===== src/rtl/chi_pkg.sv =====
// Shared command encodings, FSM state type and request payload for the CHI request node.
package chi_pkg;

  localparam logic [3:0] CMD_NONE  = 4'b0000;
  localparam logic [3:0] CMD_READ  = 4'b0001;
  localparam logic [3:0] CMD_WRITE = 4'b0010;

  typedef enum logic [1:0] {
    IDLE  = 2'd0,
    ISSUE = 2'd1,
    WAIT  = 2'd2,
    RESP  = 2'd3
  } chi_state_e;

  typedef struct packed {
    logic        write;
    logic [31:0] addr;
    logic [31:0] wdata;
  } chi_req_t;

  function automatic logic [31:0] alignWord(input logic [31:0] byteAddr);
    return {byteAddr[31:2], 2'b00};
  endfunction

endpackage


===== src/rtl/chi_req_fifo.sv =====
// Client request queue: power-of-two depth, pointers wrap naturally, occupancy tracked separately.
module chi_req_fifo #(
  parameter int DEPTH = 4,
  parameter int WIDTH = 65
) (
  input  logic             clk,
  input  logic             reset,
  input  logic             push_i,
  input  logic [WIDTH-1:0] data_i,
  input  logic             pop_i,
  output logic [WIDTH-1:0] data_o,
  output logic             full_o,
  output logic             empty_o
);

  localparam int AW = (DEPTH > 1) ? $clog2(DEPTH) : 1;

  logic [WIDTH-1:0] mem_q [DEPTH];
  logic [AW-1:0]    wrPtr_q, wrPtr_d;
  logic [AW-1:0]    rdPtr_q, rdPtr_d;
  logic [AW:0]      count_q, count_d;
  logic             doPush, doPop;

  assign full_o  = (count_q == (AW+1)'(DEPTH));
  assign empty_o = (count_q == '0);
  assign doPush  = push_i && !full_o;
  assign doPop   = pop_i && !empty_o;
  assign data_o  = mem_q[rdPtr_q];

  always_comb begin
    wrPtr_d = wrPtr_q;
    rdPtr_d = rdPtr_q;
    count_d = count_q;
    if (doPush) wrPtr_d = wrPtr_q + AW'(1);
    if (doPop)  rdPtr_d = rdPtr_q + AW'(1);
    count_d = count_q + (AW+1)'(doPush) - (AW+1)'(doPop);
  end

  always_ff @(posedge clk or posedge reset) begin
    if (reset) begin
      wrPtr_q <= '0;
      rdPtr_q <= '0;
      count_q <= '0;
    end else begin
      wrPtr_q <= wrPtr_d;
      rdPtr_q <= rdPtr_d;
      count_q <= count_d;
    end
  end

  // Storage needs no reset: an entry is only read after it has been written.
  always_ff @(posedge clk) begin
    if (doPush) mem_q[wrPtr_q] <= data_i;
  end

endmodule


===== src/rtl/chi_request_node.sv =====
// CHI-style request node: queues client requests and issues them one at a time to a slave,
// with a response timeout that turns a silent slave into an error completion.
module chi_request_node
  import chi_pkg::*;
#(
  parameter int FIFO_DEPTH = 4,
  parameter int TIMEOUT    = 16
) (
  input  logic        clk,
  input  logic        reset,
  input  logic        req_valid_i,
  output logic        req_ready_o,
  input  logic        req_write_i,
  input  logic [31:0] req_addr_i,
  input  logic [31:0] req_wdata_i,
  output logic        rsp_valid_o,
  input  logic        rsp_ready_i,
  output logic [31:0] rsp_rdata_o,
  output logic        rsp_write_o,
  output logic        rsp_error_o,
  output logic [31:0] addr_o,
  output logic [3:0]  command_o,
  output logic [31:0] write_data_o,
  output logic        request_valid_o,
  input  logic [31:0] read_data_i,
  input  logic        response_valid_i
);

  localparam int CW = (TIMEOUT > 1) ? $clog2(TIMEOUT) : 1;

  chi_state_e  state_q, state_d;
  logic        issueWrite_q, issueWrite_d;
  logic [31:0] addr_q, addr_d;
  logic [31:0] wdata_q, wdata_d;
  logic [CW-1:0] timer_q, timer_d;
  logic [31:0] rspRdata_q, rspRdata_d;
  logic        rspWrite_q, rspWrite_d;
  logic        rspError_q, rspError_d;

  chi_req_t    pushReq, headReq;
  logic        fifoFull, fifoEmpty, fifoPop;

  assign pushReq = '{write: req_write_i, addr: req_addr_i, wdata: req_wdata_i};

  chi_req_fifo #(
    .DEPTH (FIFO_DEPTH),
    .WIDTH ($bits(chi_req_t))
  ) u_fifo (
    .clk     (clk),
    .reset   (reset),
    .push_i  (req_valid_i),
    .data_i  (pushReq),
    .pop_i   (fifoPop),
    .data_o  (headReq),
    .full_o  (fifoFull),
    .empty_o (fifoEmpty)
  );

  assign req_ready_o     = !fifoFull;
  assign request_valid_o = (state_q == ISSUE);
  assign command_o       = (state_q == ISSUE) ? (issueWrite_q ? CMD_WRITE : CMD_READ) : CMD_NONE;
  assign addr_o          = addr_q;
  assign write_data_o    = wdata_q;
  assign rsp_valid_o     = (state_q == RESP);
  assign rsp_rdata_o     = rspRdata_q;
  assign rsp_write_o     = rspWrite_q;
  assign rsp_error_o     = rspError_q;

  // A response arriving on the final WAIT cycle still wins over the timeout.
  always_comb begin
    state_d      = state_q;
    issueWrite_d = issueWrite_q;
    addr_d       = addr_q;
    wdata_d      = wdata_q;
    timer_d      = timer_q;
    rspRdata_d   = rspRdata_q;
    rspWrite_d   = rspWrite_q;
    rspError_d   = rspError_q;
    fifoPop      = 1'b0;
    case (state_q)
      IDLE: begin
        if (!fifoEmpty) begin
          fifoPop      = 1'b1;
          issueWrite_d = headReq.write;
          addr_d       = alignWord(headReq.addr);
          wdata_d      = headReq.write ? headReq.wdata : 32'h0;
          state_d      = ISSUE;
        end
      end
      ISSUE: begin
        timer_d = '0;
        state_d = WAIT;
      end
      WAIT: begin
        if (response_valid_i) begin
          rspRdata_d = issueWrite_q ? 32'h0 : read_data_i;
          rspWrite_d = issueWrite_q;
          rspError_d = 1'b0;
          state_d    = RESP;
        end else if (timer_q == CW'(TIMEOUT - 1)) begin
          rspRdata_d = 32'h0;
          rspWrite_d = issueWrite_q;
          rspError_d = 1'b1;
          state_d    = RESP;
        end else begin
          timer_d = timer_q + CW'(1);
        end
      end
      RESP: begin
        if (rsp_ready_i) state_d = IDLE;
      end
      default: state_d = IDLE;
    endcase
  end

  always_ff @(posedge clk or posedge reset) begin
    if (reset) begin
      state_q      <= IDLE;
      issueWrite_q <= 1'b0;
      addr_q       <= 32'h0;
      wdata_q      <= 32'h0;
      timer_q      <= '0;
      rspRdata_q   <= 32'h0;
      rspWrite_q   <= 1'b0;
      rspError_q   <= 1'b0;
    end else begin
      state_q      <= state_d;
      issueWrite_q <= issueWrite_d;
      addr_q       <= addr_d;
      wdata_q      <= wdata_d;
      timer_q      <= timer_d;
      rspRdata_q   <= rspRdata_d;
      rspWrite_q   <= rspWrite_d;
      rspError_q   <= rspError_d;
    end
  end

endmodule


===== config.mk =====
export PLATFORM = sky130hd
export DESIGN_NAME = chi_request_node
export DESIGN_NICKNAME = d
export VERILOG_FILES = /design/src/rtl/chi_pkg.sv /design/src/rtl/chi_req_fifo.sv /design/src/rtl/chi_request_node.sv
export SDC_FILE = /design/constraint.sdc
export NUM_CORES = 1
export LEC_CHECK = 0
export CAP_MARGIN = 20
export CORE_MARGIN = 3
export CORE_UTILIZATION = 54
export DETAILED_ROUTE_END_ITERATION = 7
export GPL_TIMING_DRIVEN = 0
export PLACE_DENSITY = 0.85
export SYNTH_ARGS = -nofsm -noshare
export SYNTH_HDL_FRONTEND = slang
export SYNTH_HIERARCHICAL = 1
export SYNTH_SLANG_ARGS = --single-unit

===== constraint.sdc =====
create_clock -name clk -period 3.4 [get_ports clk]
set_input_delay 0.51 -clock clk [delete_from_list [all_inputs] [get_ports clk]]
set_output_delay 0.51 -clock clk [all_outputs]
set_load 0.01 [all_outputs]

==> reports/results.ini <==
[sta]
finalWorstSetupSlack_ps = 285
timing.final.max_slew_violations = 0
tcrit_tclk_final_pct = 91.6
unrepaired_setup_endpoints_after_global_routing = false
finalSetupTns_ps = 0
report.final.setup_viol = 0
fmax_mhz = 321
post-route-min-period_ps = 3120
tightestPinTransition_ps = 789
timing.clock.skew_ps = 18.7
tightest_slew_margin_relative_to_the_limit_pct = 47.4
final_hold_violating_endpoints = 0
hold-worst-slack_ps = 378

[global_routing]
grt_max_degree = 66
grt_pass1_vias = 7996
grt_pass1_wl_um = 45300
antenna_found_initial = 1
grt_overflow = 0
grt_util_all_layers_pct = 22.2

[setup_path]
critPathRequiredTime_ps = 3790
timing.critical_path.to_type = flop
timing.reg2reg.worst_path_depth = 13
path_max_fanout = 11
start_kind = flop
worst_r2r_startpoint = u_fifo/count_q[1]$_DFF_PP0_
criticalPathCategory = flop to flop
rr_endpoint = u_fifo/count_q[2]$_DFF_PP0_
r2r_slack_ps = 280
critPathArrivalTime_ps = 3500

[cts]
insertion_delay_ps = 510
clock_tree.buffer_depth = 3
cts_setup_buffers = 0
clock_transition_at_the_register_clock_pins_on_the_worst_setup_and_hold_paths_after_cts_ps = 60
post_cts_resize_count = 0
hold_buffers = 0
cts_tree = done
htree_num_levels = 2
numClockSinks = 362
clockRootBuffer = sky130_fd_sc_hd__clkbuf_16
cts_inserted_buffers = 37

[run]
max_cap_violations = 0

[die]
core_area_um2 = 24600
floorplan.die.width_um = 165
die_h_um = 165
design.portCount = 207
floorplan.die_area_um2 = 27300
start_util_pct = 55.7
total_number_of_placement_rows = 57

[finish]
number_of_filler_cells_placed_in_the_layout = 1583
final_common_cell = sky130_fd_sc_hd__edfxtp_1
final_cell_count_no_fill = 1373
drive_gt1_share_pct = 15.2
final_util_pct = 70.9
most_frequent_cells_in_the_layout = 252 x sky130_fd_sc_hd__edfxtp_1, 200 x sky130_fd_sc_hd__clkdlybuf4s50_1, 162 x sky130_fd_sc_hd__nand2_1, 110 x sky130_fd_sc_hd__dfrtp_1, 63 x sky130_fd_sc_hd__mux4_2
nets = 1135
syn_to_final_growth_pct = 27.2
num_antenna_cells = 0
fin_area_um2 = 17400

[placement]
placedCellCount = 1305
detailedPlace.worstSlack_ps = 23.2
dp_hpwl_um = 19100
numPortBuffers = 200
gp_congestion = 0.730
placedInstanceArea_um2 = 16300

[route]
detailedRoute.firstIterationViolations = 545
ant_nets = 0
wl_per_cell_um = 21.6
detailroute.via_count = 7667
finalWirelength_um = 29700
via_density = 5.58
drc = 0
pre_repair_dr_iteration_count = 6

[power_and_ir_drop]
fin_total_pwr_mw = 15.7
maximum_resistive_drop_on_vdd_mv = 0.692
power.leakage_nw = 6.63
power-per-cell-area_nw_per_um2 = 898

[logic_synthesis]
synthesis.yosys.warnings = 6
synth_area_um2 = 13700
synth.avg_cell_area_um2 = 17.7
synth_cells = 773

[run_status]
run_status = completed

[hold_path]
timing.hold.worst.class = primary input to asynchronous set/reset pin

cell type report:
type                            count  area, µm²  share of cell area [%]
Sequential cell                   362      10300                    59.2
Inverter                           17       68.8                   0.394
Clock buffer                       54       1050                    6.03
Timing Repair Buffer              205       2140                    12.3
Clock inverter                     14       96.3                   0.552
Multi-Input combinational cell    352       3040                    17.4
Buffer                             45        319                    1.83
Tap cell                          324        405                    2.32
worst max-delay path, stage by stage (launching register included):
cell                       delay [ps]
sky130_fd_sc_hd__dfrtp_1          460
sky130_fd_sc_hd__nor3_2           300
sky130_fd_sc_hd__nand2b_1         150
sky130_fd_sc_hd__clkbuf_4         270
sky130_fd_sc_hd__inv_2            180
sky130_fd_sc_hd__buf_2            250
sky130_fd_sc_hd__o31ai_1          140
sky130_fd_sc_hd__inv_1             80
sky130_fd_sc_hd__ha_1             280
sky130_fd_sc_hd__inv_1             30
sky130_fd_sc_hd__ha_1             190
sky130_fd_sc_hd__fa_1             390
sky130_fd_sc_hd__xnor2_1          150
sky130_fd_sc_hd__xnor2_1          130
power by group:
part,total [mW],internal [mW],switching [mW]
clock network,3.79,2.23,1.56
registers,6.49,5.98,0.505
logic,5.39,2.65,2.74
total,15.7,10.9,4.81
routing by layer:
layer	vias up	global-route usage (%)	routed length [µm]
met3	50	5.61	2760
met4	2	6.47	592
met5	-	0	13
met1	3837	27.8	11200
li1	3420	-	-
met2	358	38.7	15200
worst max path at each step:
stage / from / endpoint / slack (ps) / depth (start not counted)
after floorplan: reset / addr_o[10]$_DFFE_PP0P_ / 190 / 1
after global placement: reset / write_data_o[24]$_DFFE_PP0P_ / -1840 / 2
after detailed placement: u_fifo/count_q[1]$_DFF_PP0_ / u_fifo/count_q[2]$_DFF_PP0_ / 20 / 13
after CTS: u_fifo/count_q[1]$_DFF_PP0_ / u_fifo/count_q[2]$_DFF_PP0_ / 5 / 13
after global routing: u_fifo/count_q[1]$_DFF_PP0_ / u_fifo/count_q[2]$_DFF_PP0_ / 60 / 13
final: u_fifo/count_q[1]$_DFF_PP0_ / u_fifo/count_q[2]$_DFF_PP0_ / 280 / 13
registers in the layout (all words and copies together) (netlist names):
| name | flops |
|---|---|
| u_fifo/mem_q | 252 |
| rsp_rdata_o | 32 |
| write_data_o | 32 |
| addr_o | 30 |
| timer_q | 4 |
| u_fifo/count_q | 3 |
| state_q | 2 |
| u_fifo/rdPtr_q | 2 |
| u_fifo/wrPtr_q | 2 |
| issueWrite_q | 1 |
| rsp_error_o | 1 |
| rsp_write_o | 1 |
Power figures use the tool's default switching activity.
